### config.mk
export PLATFORM = sky130hd
export DESIGN_NAME = dcache_dm
export DESIGN_NICKNAME = d
export VERILOG_FILES = /design/src/rtl/dcache_dm.sv
export SDC_FILE = /design/constraint.sdc
export NUM_CORES = 1
export LEC_CHECK = 0
export BUFFER_PORTS_ARGS = -buffer_cell sky130_fd_sc_hd__buf_2
export CORE_UTILIZATION = 55
export CTS_CLUSTER_DIAMETER = 100
export CTS_CLUSTER_SIZE = 24
export DETAILED_ROUTE_END_ITERATION = 16
export GPL_ROUTABILITY_DRIVEN = 0
export GPL_TIMING_DRIVEN = 0
export PLACE_DENSITY = 0.8
export SLEW_MARGIN = 10
export SYNTH_ARGS = -nofsm -noshare
export SYNTH_HDL_FRONTEND = slang
export SYNTH_SLANG_ARGS = --single-unit
export TNS_END_PERCENT = 50
### constraint.sdc
create_clock -name clk -period 5.9 [get_ports clk]
set_input_delay 1.18 -clock clk [delete_from_list [all_inputs] [get_ports clk]]
set_output_delay 1.18 -clock clk [all_outputs]
set_load 0.1 [all_outputs]
### src/rtl/dcache_dm.sv
// Direct-mapped, write-through, no-write-allocate data cache, one word per line.
// Stalls the core while a load miss or any store is serviced over a valid/ready memory port.
module dcache_dm #(
  parameter int W     = 32,
  parameter int IDX   = 4,
  parameter int CNT_W = 32
) (
  input  logic             clk,
  input  logic             rst,
  input  logic             RamRead,
  input  logic             RamWrite,
  input  logic [W-1:0]     addr,
  input  logic [W-1:0]     wdata,
  output logic [W-1:0]     rdata,
  output logic             stall,
  output logic             mem_req,
  output logic             mem_we,
  output logic [W-1:0]     mem_addr,
  output logic [W-1:0]     mem_wdata,
  input  logic             mem_ready,
  input  logic [W-1:0]     mem_rdata,
  output logic [CNT_W-1:0] hit_cnt,
  output logic [CNT_W-1:0] miss_cnt
);

  localparam int LINES = 1 << IDX;
  localparam int TAG_W = W - IDX - 2;

  typedef enum logic [1:0] {
    IDLE,
    RD_MISS,
    WR_THRU
  } state_e;

  state_e             state_q;
  logic [LINES-1:0]   valid_q;
  logic [TAG_W-1:0]   tag_q  [LINES];
  logic [W-1:0]       data_q [LINES];
  logic [W-3:0]       addr_q;
  logic [W-1:0]       wdata_q;
  logic [CNT_W-1:0]   hit_cnt_q;
  logic [CNT_W-1:0]   miss_cnt_q;

  logic [IDX-1:0]     idx;
  logic [TAG_W-1:0]   tag;
  logic [IDX-1:0]     idx_q;
  logic               hit;
  logic               in_idle;
  logic               ld_hit;
  logic               wr_hit;
  logic               fill;

  assign idx     = addr[IDX+1:2];
  assign tag     = addr[W-1:IDX+2];
  assign idx_q   = addr_q[IDX-1:0];
  assign hit     = valid_q[idx] && (tag_q[idx] == tag);
  assign in_idle = (state_q == IDLE);
  assign ld_hit  = in_idle && RamRead && !RamWrite && hit;
  assign wr_hit  = !rst && in_idle && RamWrite && hit;
  assign fill    = !rst && (state_q == RD_MISS) && mem_ready;

  // Control state: FSM, valid bits and statistics.
  always_ff @(posedge clk) begin
    if (rst) begin
      state_q    <= IDLE;
      valid_q    <= '0;
      hit_cnt_q  <= '0;
      miss_cnt_q <= '0;
    end else begin
      // NOTE: sequential state uses non-blocking assignments so every register samples pre-edge values.
      case (state_q)
        IDLE: begin
          if (RamWrite) begin
            state_q <= WR_THRU;
          end else if (RamRead) begin
            if (hit) hit_cnt_q <= hit_cnt_q + CNT_W'(1);
            else     state_q   <= RD_MISS;
          end
        end
        RD_MISS: begin
          if (mem_ready) begin
            valid_q[idx_q] <= 1'b1;
            miss_cnt_q     <= miss_cnt_q + CNT_W'(1);
            state_q        <= IDLE;
          end
        end
        WR_THRU: begin
          if (mem_ready) state_q <= IDLE;
        end
        default: state_q <= IDLE;
      endcase
    end
  end

  // NOTE: tag/data arrays and latched request fields carry no reset; the cleared valid bits make their contents irrelevant.
  always_ff @(posedge clk) begin
    if (in_idle && (RamRead || RamWrite)) addr_q  <= addr[W-1:2];
    if (in_idle && RamWrite)              wdata_q <= wdata;
    if (wr_hit) data_q[idx] <= wdata;
    if (fill) begin
      tag_q[idx_q]  <= addr_q[W-3:IDX];
      data_q[idx_q] <= mem_rdata;
    end
  end

  assign mem_req   = !rst && !in_idle;
  assign mem_we    = (state_q == WR_THRU);
  assign mem_addr  = {addr_q, 2'b00};
  assign mem_wdata = wdata_q;
  assign hit_cnt   = hit_cnt_q;
  assign miss_cnt  = miss_cnt_q;

  always_comb begin
    // NOTE: every combinational output gets a default first so no latch is inferred.
    rdata = '0;
    stall = 1'b0;
    if (!rst) begin
      case (state_q)
        IDLE: begin
          stall = (RamRead || RamWrite) && !ld_hit;
          if (ld_hit) rdata = data_q[idx];
        end
        RD_MISS: begin
          stall = !mem_ready;
          if (mem_ready) rdata = mem_rdata;
        end
        WR_THRU: stall = !mem_ready;
        default: stall = 1'b0;
      endcase
    end
  end

endmodule

==> impl_metrics.env <==
export IMPL_clock_latency_ns=0.69
export IMPL_first_global_vias=24030
export IMPL_grt_use_met3=0.04505
export IMPL_r2r_setup_slack_ns=1.17
export IMPL_holdPathStages=2
export IMPL_fillers=4937
export IMPL_cpMostUsedCell="buf_6"
export IMPL_finalWirelength_um=108800
export IMPL_period_share=0.9997
export IMPL_powerDensity_nw_per_um2=282.4
export IMPL_hp_class="register to register"
export IMPL_cap_violations=0
export IMPL_period_minus_slack_ns=5.898
export IMPL_dpl_cell_area_sq_um=46320
export IMPL_die_h_um=280.3
export IMPL_yosysWarnings=0
export IMPL_synth_async_reset_ratio=0
export IMPL_tightest_slew_ns=1.105
export IMPL_core_area_sq_um=76330
export IMPL_p_leak_nw=16.06
export IMPL_use_met1=0.3488
export IMPL_seq_area_frac_synth=0.7365
export IMPL_root_buffer="clkbuf_16"
export IMPL_dp_hpwl_um=70530
export IMPL_ant_nets=0
export IMPL_drv_slew=0
export IMPL_grtUsageTotal=0.2757
export IMPL_required_ns=4.72
export IMPL_p_seq_frac=0.617
export IMPL_crit_buf_inv=7
export IMPL_final_area_sq_um=48960
export IMPL_cts_sinks=1072
export IMPL_vias=23890
export IMPL_grtUsageMet2=0.4775
export IMPL_cp_cell_sequence="buf_2 -> buf_6 -> nor2b_1 -> clkbuf_2 -> a221oi_2 -> xor2_1 -> o31ai_2 -> nand4_1 -> buf_6 -> or4_4 -> buf_8 -> buf_6 -> o21ai_2 -> buf_12"
export IMPL_syn_to_final_growth_pct=14.96
export IMPL_cts_buffer_depth=3
export IMPL_fin_util=0.6415
export IMPL_netlist_area_sq_um=42590
export IMPL_dieArea_sq_um=78560
export IMPL_crit_type="input port to output pin"
export IMPL_reg2reg_depth=10
export IMPL_setup_viol=0
export IMPL_cp_slowest_stage_delay_ns=0.54
export IMPL_switching_share=0.2431
export IMPL_status="complete, no violations"
export IMPL_nets=2721
export IMPL_avgSynthCellArea_sq_um=18.88
export IMPL_drt_iter0_drc=2828
export IMPL_power_frac_comb=0.094
export IMPL_start_util=0.5580
export IMPL_layout_setup_ws_ns=0.001592
export IMPL_hold_viol=0
export IMPL_ys_seq_elements=1072
export IMPL_route_detailed_drc=0
export IMPL_critical_path_slowest_cell="or4_4"
export IMPL_placed_cells=3580
export IMPL_path_delay_family="buffers and inverters"
export IMPL_htreeDepth=2
export IMPL_die_w_um=280.3
export IMPL_rows=101
export IMPL_fin_cells=3675
export IMPL_synth_distinct_cells=60
export IMPL_cp_data_arrival_time_ns=4.72
export IMPL_clock_fmax_mhz=169.5
export IMPL_clk_pin_slew_ns=0.10
export IMPL_final_layout_size_suffix_gt1_frac=0.3057
export IMPL_path_depth=14
export IMPL_antenna_found_initial=4
export IMPL_cts_made_buffers=51
export IMPL_avgViaCountPerCell=6.501
export IMPL_total_power_mw=13.83
export IMPL_fin_skew_ns=0.05256
export IMPL_preCtsSetupSlack_ns=-1.493
export IMPL_firstDrtPassIters=7
export IMPL_peakVddDrop_mv=0.3182
export IMPL_switchingPower_mw=3.362
export IMPL_start_kind="input port"
export IMPL_rsz0062_at_grt="true"
export IMPL_cp_max_fo=10
export IMPL_ioPinCount=264
export IMPL_grt_busiest_layer="met2"
export IMPL_tns_ns=0
export IMPL_synthCells=2256
export IMPL_cp_end_kind="output pin"
export IMPL_synth_edff_count=990
export IMPL_grt_pass1_wl_um=156500
export IMPL_pwr_share_clk=0.289
export IMPL_cts_tree="built"
export IMPL_max_slew_margin=0.2632
export IMPL_io_buffers=258
export IMPL_wl_per_cell_um=29.59
export IMPL_holdWs_ns=0.4859
export IMPL_yosys_most_used_dff="edfxtp_1"
export IMPL_intPower_mw=10.47
export IMPL_gr_total_overflow=0
export IMPL_grt_max_degree=30
## flip-flops by register name, indices dropped and copies added (netlist names)
register   count
valid_q       16
hit_cnt       32
addr_q        30
state_q        2
data_q       512
miss_cnt      32
tag_q        416
mem_wdata     32
## cell type report
cell class | instances | area (sq um) | area share
sequential | 1072 | 31370 | 0.6407
multi-input combinational | 1039 | 11150 | 0.2276
timing repair buffer | 305 | 2695 | 0.05504
clock buffer | 76 | 1370 | 0.02798
tap | 1030 | 1289 | 0.02632
buffer | 119 | 868.3 | 0.01773
clock inverter | 6 | 121.4 | 0.002479
inverter | 26 | 100.1 | 0.002044
antenna | 2 | 5.005 | 0.0001022
## metal layers
metal | vias up | part of all wire
li1 | 9743 | -
met1 | 12380 | 0.35
met2 | 1478 | 0.52
met3 | 291 | 0.094
met4 | 2 | 0.042
met5 | - | 0.0000092
## cells in the final DEF, fill, tap and decap left out, types with 12 or more instances in the layout
master and instances:
a21oi_1 12, a21oi_4 16, a22o_1 12, a22oi_1 19
and3_1 15, buf_12 49, buf_16 20, buf_2 230
buf_4 22, buf_6 23, clkbuf_1 66, clkbuf_16 51
dfxtp_1 82, edfxtp_1 990, inv_1 25, mux2_2 31
mux2i_1 68, mux4_2 247, nand2_1 142, nand2b_1 42
nand3_1 31, nand4_1 18, nor2_1 78, nor2_4 17
nor2b_1 41, nor4_1 32, o21ai_0 14, o21ai_2 26
o22ai_1 17, xnor2_1 21, xor2_1 25
## logic make-up after synthesis
logic type / count (synthesis) / synth area share
adders and majority gates: 6 / 0.001762
DFF: 1072 / 0.7365
and+or+nand+nor: 470 / 0.05514
other: 1 / 0.00008804
muxes: 353 / 0.1565
AOI/OAI and AO/OA: 160 / 0.02415
xor gates and xnor gates: 48 / 0.009870
buffers and inverters: 146 / 0.01595
## power by group through the flow
stage / Combinational, mW / Clock (mW) / Sequential (mW)
floorplan: 0.545 / 0 / 8.99
global placement: 1.16 / 0 / 8.70
detailed placement: 1.22 / 0 / 8.71
CTS: 1.28 / 4.01 / 8.53
global route: 1.35 / 4.24 / 8.55
finish: 1.30 / 3.99 / 8.54
## worst min-delay path, cell delays in order (launching register included)
cell	delay, ns
dfxtp_1	0.32
inv_1	0.05
o22ai_1	0.07
## path summary, 6_finish.rpt
path                                   end               startpoint
setup / recovery                 rdata[14]                  addr[5]
hold / removal     valid_q[0]$_SDFFE_PP0P_  valid_q[0]$_SDFFE_PP0P_
setup reg to reg  data_q[15][24]$_DFFE_PP_   tag_q[13][0]$_DFFE_PP_
hold reg to reg    valid_q[0]$_SDFFE_PP0P_  valid_q[0]$_SDFFE_PP0P_
## timing repair
| item | CTS | global route |
|---|---|---|
| pin swaps | 10 | 9 |
| buffers inserted | 8 | 3 |
| gates cloned | 1 | 0 |
| setup endpoints to repair | 33 | 33 |
| resized for setup | 197 | 88 |
| hold buffers | 0 | 0 |
## synth_stat cells (9+ instances only)
library cell	number	area, sq um
a21oi_1	28	140.1
a22o_1	12	105.1
a22oi_1	20	150.1
and2_1	9	56.30
and3_1	15	93.84
buf_1	18	67.56
buf_2	21	105.1
buf_4	20	150.1
clkbuf_1	57	214.0
dfxtp_1	82	1642
edfxtp_1	990	29730
inv_1	25	93.84
mux2_2	31	349.1
mux2i_1	74	740.7
mux4_2	247	5563
nand2_1	142	533.0
nand2b_1	42	262.8
nand3_1	32	160.2
nand4_1	18	112.6
nor2_1	95	356.6
nor2b_1	45	281.5
nor4_1	33	206.5
o21ai_0	17	85.08
o21ai_1	30	150.1
o22ai_1	17	106.4
or3_1	9	56.30
xnor2_1	21	183.9
xor2_1	27	236.5
No activity file was read; power rests on OpenSTA's default activity.
